[src/rtl/hack_boot_loader_if.sv]
// Host byte-stream and ROM/CPU control bundle for the Hack boot loader.
// Latency: none (wiring only).
// Backpressure: rx_ready from the loader qualifies rx_valid from the host.
`timescale 1ns/1ps
interface hack_boot_loader_if #(
  parameter int ADDR_WIDTH = 15
);
  logic [7:0]            rx_data;
  logic                  rx_valid;
  logic                  rx_ready;
  logic                  reload;
  logic [ADDR_WIDTH-1:0] rom_addr;
  logic [15:0]           rom_data;
  logic                  rom_we;
  logic                  cpu_reset;
  logic                  busy;
  logic                  err;
  logic [15:0]           words_loaded;

  // Host side: supplies bytes and reload, observes loader status.
  modport master (
    output rx_data, rx_valid, reload,
    input  rx_ready, rom_addr, rom_data, rom_we, cpu_reset, busy, err, words_loaded
  );

  // Loader side.
  modport slave (
    input  rx_data, rx_valid, reload,
    output rx_ready, rom_addr, rom_data, rom_we, cpu_reset, busy, err, words_loaded
  );
endinterface

[src/rtl/hack_boot_loader.sv]
// Loads a big-endian program image into instruction ROM, then releases Hack CPU reset.
// Latency: rom_we one cycle after the LO byte edge; cpu_reset drops RESET_HOLD cycles after the last write.
// Backpressure: rx_ready high only in the receive states and while reload is low.
// Optional trailing checksum check enabled by defining HACK_BOOT_CHECKSUM_EN.
`timescale 1ns/1ps
module hack_boot_loader #(
  parameter int ADDR_WIDTH = 15,
  parameter int RESET_HOLD = 4
) (
  input  logic               clk,
  input  logic               reset,
  hack_boot_loader_if.slave  bus
);

  typedef enum logic [3:0] {
    CNT_HI,
    CNT_LO,
    DATA_HI,
    DATA_LO,
`ifdef HACK_BOOT_CHECKSUM_EN
    CSUM_HI,
    CSUM_LO,
    ERROR,
`endif
    HOLD,
    RUN
  } state_t;

  state_t                state;
  logic [15:0]           cntReg;
  logic [7:0]            hiByte;
  logic [15:0]           wordCnt;
  logic [7:0]            holdCnt;
  logic [ADDR_WIDTH-1:0] romAddr;
  logic [15:0]           romData;
  logic                  romWe;
  logic                  cpuReset;
  logic [15:0]           wordsLoaded;
  logic                  inRxState;
  logic                  xfer;
`ifdef HACK_BOOT_CHECKSUM_EN
  logic [15:0]           csum;
  logic                  errReg;
`endif

  // Bytes are accepted only while a receive state is active and no reload is requested.
  always_comb begin
    inRxState = 1'b0;
    case (state)
      CNT_HI, CNT_LO, DATA_HI, DATA_LO: inRxState = 1'b1;
`ifdef HACK_BOOT_CHECKSUM_EN
      CSUM_HI, CSUM_LO:                 inRxState = 1'b1;
`endif
      default:                          inRxState = 1'b0;
    endcase
  end

  assign bus.rx_ready = inRxState && !bus.reload;
  assign xfer         = bus.rx_valid && bus.rx_ready;

  // Load sequencer: image parsing, ROM strobes, hold countdown and CPU release.
  always_ff @(posedge clk or posedge reset) begin
    if (reset) begin
      state       <= CNT_HI;
      cntReg      <= '0;
      hiByte      <= '0;
      wordCnt     <= '0;
      holdCnt     <= '0;
      romAddr     <= '0;
      romData     <= '0;
      romWe       <= 1'b0;
      cpuReset    <= 1'b1;
      wordsLoaded <= '0;
`ifdef HACK_BOOT_CHECKSUM_EN
      csum        <= '0;
      errReg      <= 1'b0;
`endif
    end else begin
      romWe <= 1'b0;
      // The countdown is preloaded in every other state so HOLD always starts at RESET_HOLD.
      if (state != HOLD) holdCnt <= 8'(RESET_HOLD);
      if (bus.reload) begin
        state       <= CNT_HI;
        cpuReset    <= 1'b1;
        wordsLoaded <= '0;
        wordCnt     <= '0;
`ifdef HACK_BOOT_CHECKSUM_EN
        csum        <= '0;
        errReg      <= 1'b0;
`endif
      end else begin
        case (state)
          CNT_HI: if (xfer) begin
            cntReg[15:8] <= bus.rx_data;
            state        <= CNT_LO;
          end
          CNT_LO: if (xfer) begin
            cntReg[7:0] <= bus.rx_data;
            if ({cntReg[15:8], bus.rx_data} != 16'd0) state <= DATA_HI;
`ifdef HACK_BOOT_CHECKSUM_EN
            else state <= CSUM_HI;
`else
            else state <= HOLD;
`endif
          end
          DATA_HI: if (xfer) begin
            hiByte <= bus.rx_data;
            state  <= DATA_LO;
          end
          DATA_LO: if (xfer) begin
            romData     <= {hiByte, bus.rx_data};
            romAddr     <= ADDR_WIDTH'(wordCnt);
            romWe       <= 1'b1;
            wordsLoaded <= wordsLoaded + 16'd1;
            wordCnt     <= wordCnt + 16'd1;
`ifdef HACK_BOOT_CHECKSUM_EN
            csum        <= csum + {hiByte, bus.rx_data};
`endif
            if (wordCnt + 16'd1 != cntReg) state <= DATA_HI;
`ifdef HACK_BOOT_CHECKSUM_EN
            else state <= CSUM_HI;
`else
            else state <= HOLD;
`endif
          end
`ifdef HACK_BOOT_CHECKSUM_EN
          CSUM_HI: if (xfer) begin
            hiByte <= bus.rx_data;
            state  <= CSUM_LO;
          end
          CSUM_LO: if (xfer) begin
            if ({hiByte, bus.rx_data} == csum) begin
              state <= HOLD;
            end else begin
              state    <= ERROR;
              errReg   <= 1'b1;
              cpuReset <= 1'b1;
            end
          end
          ERROR: state <= ERROR;
`endif
          HOLD: begin
            if (holdCnt == 8'd0) begin
              state    <= RUN;
              cpuReset <= 1'b0;
            end else begin
              holdCnt <= holdCnt - 8'd1;
            end
          end
          RUN:     state <= RUN;
          default: state <= CNT_HI;
        endcase
      end
    end
  end

  assign bus.rom_addr     = romAddr;
  assign bus.rom_data     = romData;
  assign bus.rom_we       = romWe;
  assign bus.cpu_reset    = cpuReset;
  assign bus.busy         = (state != RUN);
  assign bus.words_loaded = wordsLoaded;
`ifdef HACK_BOOT_CHECKSUM_EN
  assign bus.err          = errReg;
`else
  assign bus.err          = 1'b0;
`endif

endmodule
[src/flat_wrapper.sv]
// flat-port wrapper written by rule: the top's interface ports become plain ports
module hack_boot_loader_flat 
#(
  parameter int ADDR_WIDTH = 15,
  parameter int RESET_HOLD = 4
)
  (clk, reset, bus_rx_data, bus_rx_valid, bus_reload, bus_rx_ready, bus_rom_addr, bus_rom_data, bus_rom_we, bus_cpu_reset, bus_busy, bus_err, bus_words_loaded);
  hack_boot_loader_if #(.ADDR_WIDTH(ADDR_WIDTH)) bus_i ();
  input  logic clk;
  input  logic reset;
  input wire logic [$bits(bus_i.rx_data)-1:0] bus_rx_data;
  input wire logic [$bits(bus_i.rx_valid)-1:0] bus_rx_valid;
  input wire logic [$bits(bus_i.reload)-1:0] bus_reload;
  output wire logic [$bits(bus_i.rx_ready)-1:0] bus_rx_ready;
  output wire logic [$bits(bus_i.rom_addr)-1:0] bus_rom_addr;
  output wire logic [$bits(bus_i.rom_data)-1:0] bus_rom_data;
  output wire logic [$bits(bus_i.rom_we)-1:0] bus_rom_we;
  output wire logic [$bits(bus_i.cpu_reset)-1:0] bus_cpu_reset;
  output wire logic [$bits(bus_i.busy)-1:0] bus_busy;
  output wire logic [$bits(bus_i.err)-1:0] bus_err;
  output wire logic [$bits(bus_i.words_loaded)-1:0] bus_words_loaded;
  assign bus_i.rx_data = bus_rx_data;
  assign bus_i.rx_valid = bus_rx_valid;
  assign bus_i.reload = bus_reload;
  assign bus_rx_ready = bus_i.rx_ready;
  assign bus_rom_addr = bus_i.rom_addr;
  assign bus_rom_data = bus_i.rom_data;
  assign bus_rom_we = bus_i.rom_we;
  assign bus_cpu_reset = bus_i.cpu_reset;
  assign bus_busy = bus_i.busy;
  assign bus_err = bus_i.err;
  assign bus_words_loaded = bus_i.words_loaded;
  hack_boot_loader #(.ADDR_WIDTH(ADDR_WIDTH), .RESET_HOLD(RESET_HOLD)) u_core (.clk(clk), .reset(reset), .bus(bus_i));
endmodule
[config.mk]
export PLATFORM = sky130hd
export DESIGN_NAME = hack_boot_loader_flat
export DESIGN_NICKNAME = d
export VERILOG_FILES = /design/src/rtl/hack_boot_loader_if.sv /design/src/rtl/hack_boot_loader.sv /design/src/flat_wrapper.sv
export SDC_FILE = /design/constraint.sdc
export NUM_CORES = 1
export LEC_CHECK = 0
export ABC_AREA = 1
export BUFFER_PORTS_ARGS = -buffer_cell sky130_fd_sc_hd__clkbuf_2
export CORE_MARGIN = 8
export CORE_UTILIZATION = 50
export DETAILED_ROUTE_END_ITERATION = 10
export PLACE_DENSITY = 0.76
export RECOVER_POWER = 100
export REMOVE_ABC_BUFFERS = 1
export SLEW_MARGIN = 25
export SYNTH_ARGS = -nofsm -noshare
export SYNTH_HDL_FRONTEND = slang
export SYNTH_SLANG_ARGS = --single-unit
[constraint.sdc]
create_clock -name clk -period 2.61 [get_ports clk]
set_input_delay 0.1305 -clock clk [delete_from_list [all_inputs] [get_ports clk]]
set_output_delay 0.1305 -clock clk [all_outputs]
set_load 0.05 [all_outputs]
* After elaboration in Yosys (flattened, before gate mapping)
Cells that the tools add are included.
** Word-level totals
- Flip-flop bits (word level) :: 101
- Output and inout bits :: 52
- Word-level logic and storage cells :: 72
** Cells by class
- $add $sub $neg :: 3
- Equal/unequal tests :: 13
- Muxes and demuxes :: 26
- Bitwise logic cells :: 1
- Reduce and logical (&&, ||, !) cells :: 18
** Operator list (number)
- 16-bit 2-to-1 mux :: 6
- 16-bit by 1-bit adder with 16-bit output (second input constant) :: 2
- 8-bit 2-to-1 mux :: 4
- 4-bit 2-to-1 mux :: 6
- 4-bit case mux with 6 select lines :: 1
- 16-bit inequality test :: 1
- 16-bit nonzero test :: 1
- 3-bit by 2-bit inequality test with 1-bit output (second input constant) :: 5
- 3-bit AND reduction :: 4
- 4-bit by 2-bit equality test with 1-bit output (second input constant) :: 2
- 4-bit by 3-bit equality test with 1-bit output (second input constant) :: 2
- 8-bit zero test :: 1
- 4-bit by 3-bit inequality test with 1-bit output (second input constant) :: 2
- 2-bit nonzero test :: 4
- 8-bit by 1-bit subtractor with 8-bit output (second input constant) :: 1
- 1-bit 2-to-1 mux :: 7
- 3-bit 2-to-1 mux :: 2
- 5-bit AND reduction :: 1
- 4-bit by 1-bit equality test with 1-bit output (second input constant) :: 1
- 4-bit zero test :: 1
- 2-bit AND reduction :: 2
- 4-bit OR reduction :: 1
- 1-bit logical AND :: 2
- 1-bit zero test :: 1
- 1-bit NOT :: 1

* Logic depth before layout (Yosys ltp)
- Depth after elaboration :: 8
- Depth in mapped cells :: 16
- Gate-level depth less buffers :: 16

* Worst setup path before layout
OpenSTA, ideal clock, no wires.
- Path kind :: register to register
- Start :: register u_core.wordsLoaded[4] (netlist: u_core.bus.words_loaded[4])
- End :: register u_core.wordsLoaded[15] (netlist: u_core.bus.words_loaded[15])
- Arrival :: 1852 ps
- Data required time :: 2490 ps
- Setup slack :: 638 ps
- Stages on the path, launching flop included :: 12
- Buffers on the path :: 0
- Cell sequence :: dfrtp_1 -> inv_2 -> nor3_2 -> nand2_1 -> nor2_1 -> nand2_2 -> nor2_2 -> nand3_2 -> nor2_4 -> nand4_1 -> nand2_1 -> nor2_1
** Between the ends
- Cells in the longest elaborated chain, start to end :: 4
** RTL lines
- start: declaration :: RTL line hack_boot_loader.sv:38 : logic [15:0] wordsLoaded;
- start signal: assignment :: RTL line hack_boot_loader.sv:114 : wordsLoaded <= wordsLoaded + 16'd1;
- 16-bit by 1-bit adder with 16-bit output :: RTL line hack_boot_loader.sv:114
- 16-bit 2-to-1 mux :: RTL line hack_boot_loader.sv:110 : DATA_LO: if (xfer) begin
- 16-bit 2-to-1 mux :: RTL line hack_boot_loader.sv:92 : case (state)
- 16-bit 2-to-1 mux :: RTL line hack_boot_loader.sv:82 : if (bus.reload) begin
Every way passes these cells. The select of a mux whose other input is x is not followed.
A chain may end at the register's enable or synchronous reset.

* Worst setup path in the final report
- Start :: register u_core.state[2]
- End :: register u_core.wordsLoaded[15] (netlist: u_core.bus.words_loaded[15])
** Between the ends
- Cells in the longest elaborated chain, start to end :: 7
- Elaborated cells on any way between the ends :: 11
- Classes of those cells :: eq/ne (3); mux (1); reduce/logical (7)
** RTL lines
- start: declaration :: RTL line hack_boot_loader.sv:29 : state_t state;
- start signal: assignment :: RTL line hack_boot_loader.sv:64 : state <= CNT_HI;
- start signal: assignment :: RTL line hack_boot_loader.sv:83 : state <= CNT_HI;
- start signal: assignment :: RTL line hack_boot_loader.sv:95 : state <= CNT_LO;
- 4-bit by 1-bit equality test with 1-bit output (tied with other cells) :: RTL line hack_boot_loader.sv:49 : case (state)
- 4-bit OR reduction :: RTL line hack_boot_loader.sv:49
- 1-bit 2-to-1 mux :: RTL line hack_boot_loader.sv:49
- 1-bit logical AND :: RTL line hack_boot_loader.sv:58 : assign bus.rx_ready = inRxState && !bus.reload;
- 1-bit logical AND :: RTL line hack_boot_loader.sv:59 : assign xfer = bus.rx_valid && bus.rx_ready;
- 2-bit nonzero test (no source line)
- 2-bit AND reduction (no source line) (*)
Every way passes the cells marked *; elsewhere a longest branch is shown, timed or not.

==> metrics.csv <==
metric;value;unit
type of destination of the critical path;register;
Worst-Margin Slew;1.145;ns
count of different cell masters after synthesis;36;
initial antenna violation count;0;
die area;13150;sq um
WL/cell;13.82;microns
pre-CTS setup slack;0.5730;ns
CP arrival;2.54;ns
Antenna Nets Post-Route;0;
worst-path maximum fanout;5;
most frequent cells in the layout;167 x nand2_1, 99 x dfrtp_1, 76 x o21ai_0;
Port Buf Inserts;62;
PD cells;691.4;nW/um^2
Sink Count;100;
most common cell after layout, fill and taps aside;nand2_1;
Initial Utilization;50.73;%
# setup viols final;0;
Area Overhead vs Synth;11.13;%
Skew-Pair Late Insertion Delay;0.37;ns
final net count;681;
layout cell share with drive strength beyond 1;7.313;%
source of the critical timing path;u_core.state[2]$_DFFE_PP0P_;
die width;114.7;microns
Mapped Cells;602;
final instance area;5409;sq um
final worst setup slack;0.3345;ns
CP startpoint kind;register;
first-pass GRT wire length;19.02;mm
Seq cells post-synth;100;
Hold Crit Start;bus_rx_data[5];
Leak;2.528;nW
synthesized area;4867;sq um
total global-route track usage;17.97;%
fin crit share;87.18;%
TritonCTS buffer count;9;
Post-Layout Cell Count;803;
WL final;11.10;mm
Root Buffer;clkbuf_8;
CTS tree;yes;
Worst Hold Class;input port to register;
# DRC;0;
Die H;114.7;microns
Overflow after GRT;0;
largest net degree at the start of global routing;62;
unrepaired setup endpoints after global routing;no;
CP required;2.87;ns
r2r worst-path depth;12;
Placed Area;5321;sq um
fmax;0.4395;GHz
slew margin rel.;23.64;%
vias in the first global route;4187;
Setup crit end;u_core.bus.words_loaded[15]$_DFFE_PP0P_;
Final HPWL DP;8.034;mm
Placed Cells;786;
outcome;finished, final reports clean;
maximum buffer depth of the clock tree;2;
Total Power;3.740;mW
I/O Pins;64;
VDD IR max;0.5166;mV
total number of vias;4174;
Final Hold Violating Endpoints;0;
Tmin final;2.275;ns
sequential fraction of the synthesis area;51.44;%
reg2reg setup slack;0.33;ns
DRT iter0 DRCs;328;
max_cap viols;0;
via density per instance;5.198;
num rows;36;
reg2reg end;u_core.bus.words_loaded[15]$_DFFE_PP0P_;
CORE AREA;9594;sq um
Post-Syn Area per Cell;8.085;sq um
clock-pin slew on the worst setup and hold paths;0.11;ns
H-tree levels;3;
diodes inserted;0;
critical path type;register to register;
YS warnings;0;
Pre-Repair DR Iteration Count;5;
Slew Limit Fails;0;
placer's final routability congestion estimate;0.9211;
clock skew;0.01193;ns
RR Startpoint;u_core.state[2]$_DFFE_PP0P_;
==> Yosys cell counts, drive strengths merged <==
master	number	area, sq um
a21oi	17	85.08
a221oi	1	8.760
a31oi	2	12.51
buf	2	18.77
clkbuf	13	48.80
clkinv	1	5.000
conb	1	3.750
dfrtp	99	2477
dfstp	1	26.28
ha	4	50.05
inv	74	277.8
nand2	169	644.4
nand3	54	280.3
nand3b	3	22.52
nand4	12	75.07
nor2	47	221.5
nor3	8	67.56
nor3b	1	7.510
nor4	1	6.260
o211ai	1	7.510
o21a	1	7.510
o21ai	76	380.4
o22ai	5	31.28
or2	2	12.51
xnor2	1	8.760
xnor3	2	45.04
xor2	4	35.03
==> critical path: stages (launching register included) <==
cell,delay (ns)
dfrtp_1,0.47
inv_2,0.10
nand2_1,0.08
nor2_1,0.26
nand2_4,0.10
nor3_1,0.46
nand2_2,0.11
nor2_2,0.14
nand3_2,0.10
nor2_4,0.12
nand4_1,0.09
nand2_1,0.07
nor2_1,0.05
==> per-layer routing <==
metal	up-vias	global-route usage, %	routed length [microns]
met4	0	8.163	199
met3	19	3.006	496
met5	-	0	0
met2	97	29.91	5273
met1	1987	22.35	5129
li1	2071	-	-
==> how the worst min path moves through the flow <==
stage | endpoint | slack [ns] | depth (start not counted)
3_3_place_gp | u_core.holdCnt[1]$_DFF_PP0_ | 0.26 | 2
2_1_floorplan | u_core.bus.words_loaded[8]$_DFFE_PP0P_ | 0.20 | 1
4_1_cts | u_core.cntReg[5]$_DFFE_PP0P_ | 0.08 | 3
6_report | u_core.hiByte[5]$_DFFE_PP0P_ | 0.08 | 3
3_5_place_dp | u_core.bus.words_loaded[12]$_DFFE_PP0P_ | 0.27 | 2
5_1_grt | u_core.cntReg[5]$_DFFE_PP0P_ | 0.1 | 3
==> cells by family (layout without fill, tap and decap cells) <==
kind of cell    Yosys count  count (layout)  synth area share (%)
fa+ha+maj                 4               4                 1.028
xor+xnor                  7               7                 1.825
flops                   100             100                 51.44
other cells               1               1               0.07705
compound gates          103             103                 10.95
simple gates            297             297                 27.48
buf+inv                  90             158                 7.198
==> flip-flops by register name, indices dropped and copies added, names as in the netlist <==
signal and flops:
u_core.hiByte 8, u_core.cntReg 16, u_core.state 3, u_core.bus.words_loaded 16, u_core.bus.cpu_reset 1, u_core.holdCnt 8, u_core.bus.rom_we 1, u_core.wordCnt 16
u_core.bus.rom_data 16, u_core.bus.rom_addr 15
==> power by group <==
part           internal (mW)  total, mW  leakage, nW  switching (mW)
Sequential              1.77       1.93         1.34           0.160
Combinational          0.216      0.849         1.09           0.633
Clock                  0.370      0.963       0.0975           0.592
Total                   2.35       3.74         2.53            1.39
==> cell type report <==
type                       count  area (sq um)
multi-input combinational    412          1987
sequential                   100          2504
tap                          133         166.4
timing repair buffer          67         274.0
clock buffer                   9         123.9
inverter                      75         285.3
fill                         934          4185
clock inverter                 7         68.82
==> stage by stage <==
| stage | hold slack [ns] | TNS, ns | utilization, % |
|---|---|---|---|
| finish | 0.08029 | 0 | 56.38 |
| global route | 0.09782 | 0 | 56.38 |
| CTS | 0.07684 | 0 | 57.58 |
| detailed placement | 0.2720 | 0 | 55.46 |
| global placement | 0.2646 | 0 | 55.46 |
| floorplan | 0.2008 | -13.62 | - |
==> timing repair <==
action / in CTS / in global routing
gates resized for setup: 0 / 0
setup buffers: 0 / 0
hold endpoints to repair: 50 / 0
hold buffers: 1 / 0
No activity file was read; power rests on OpenSTA's default activity.
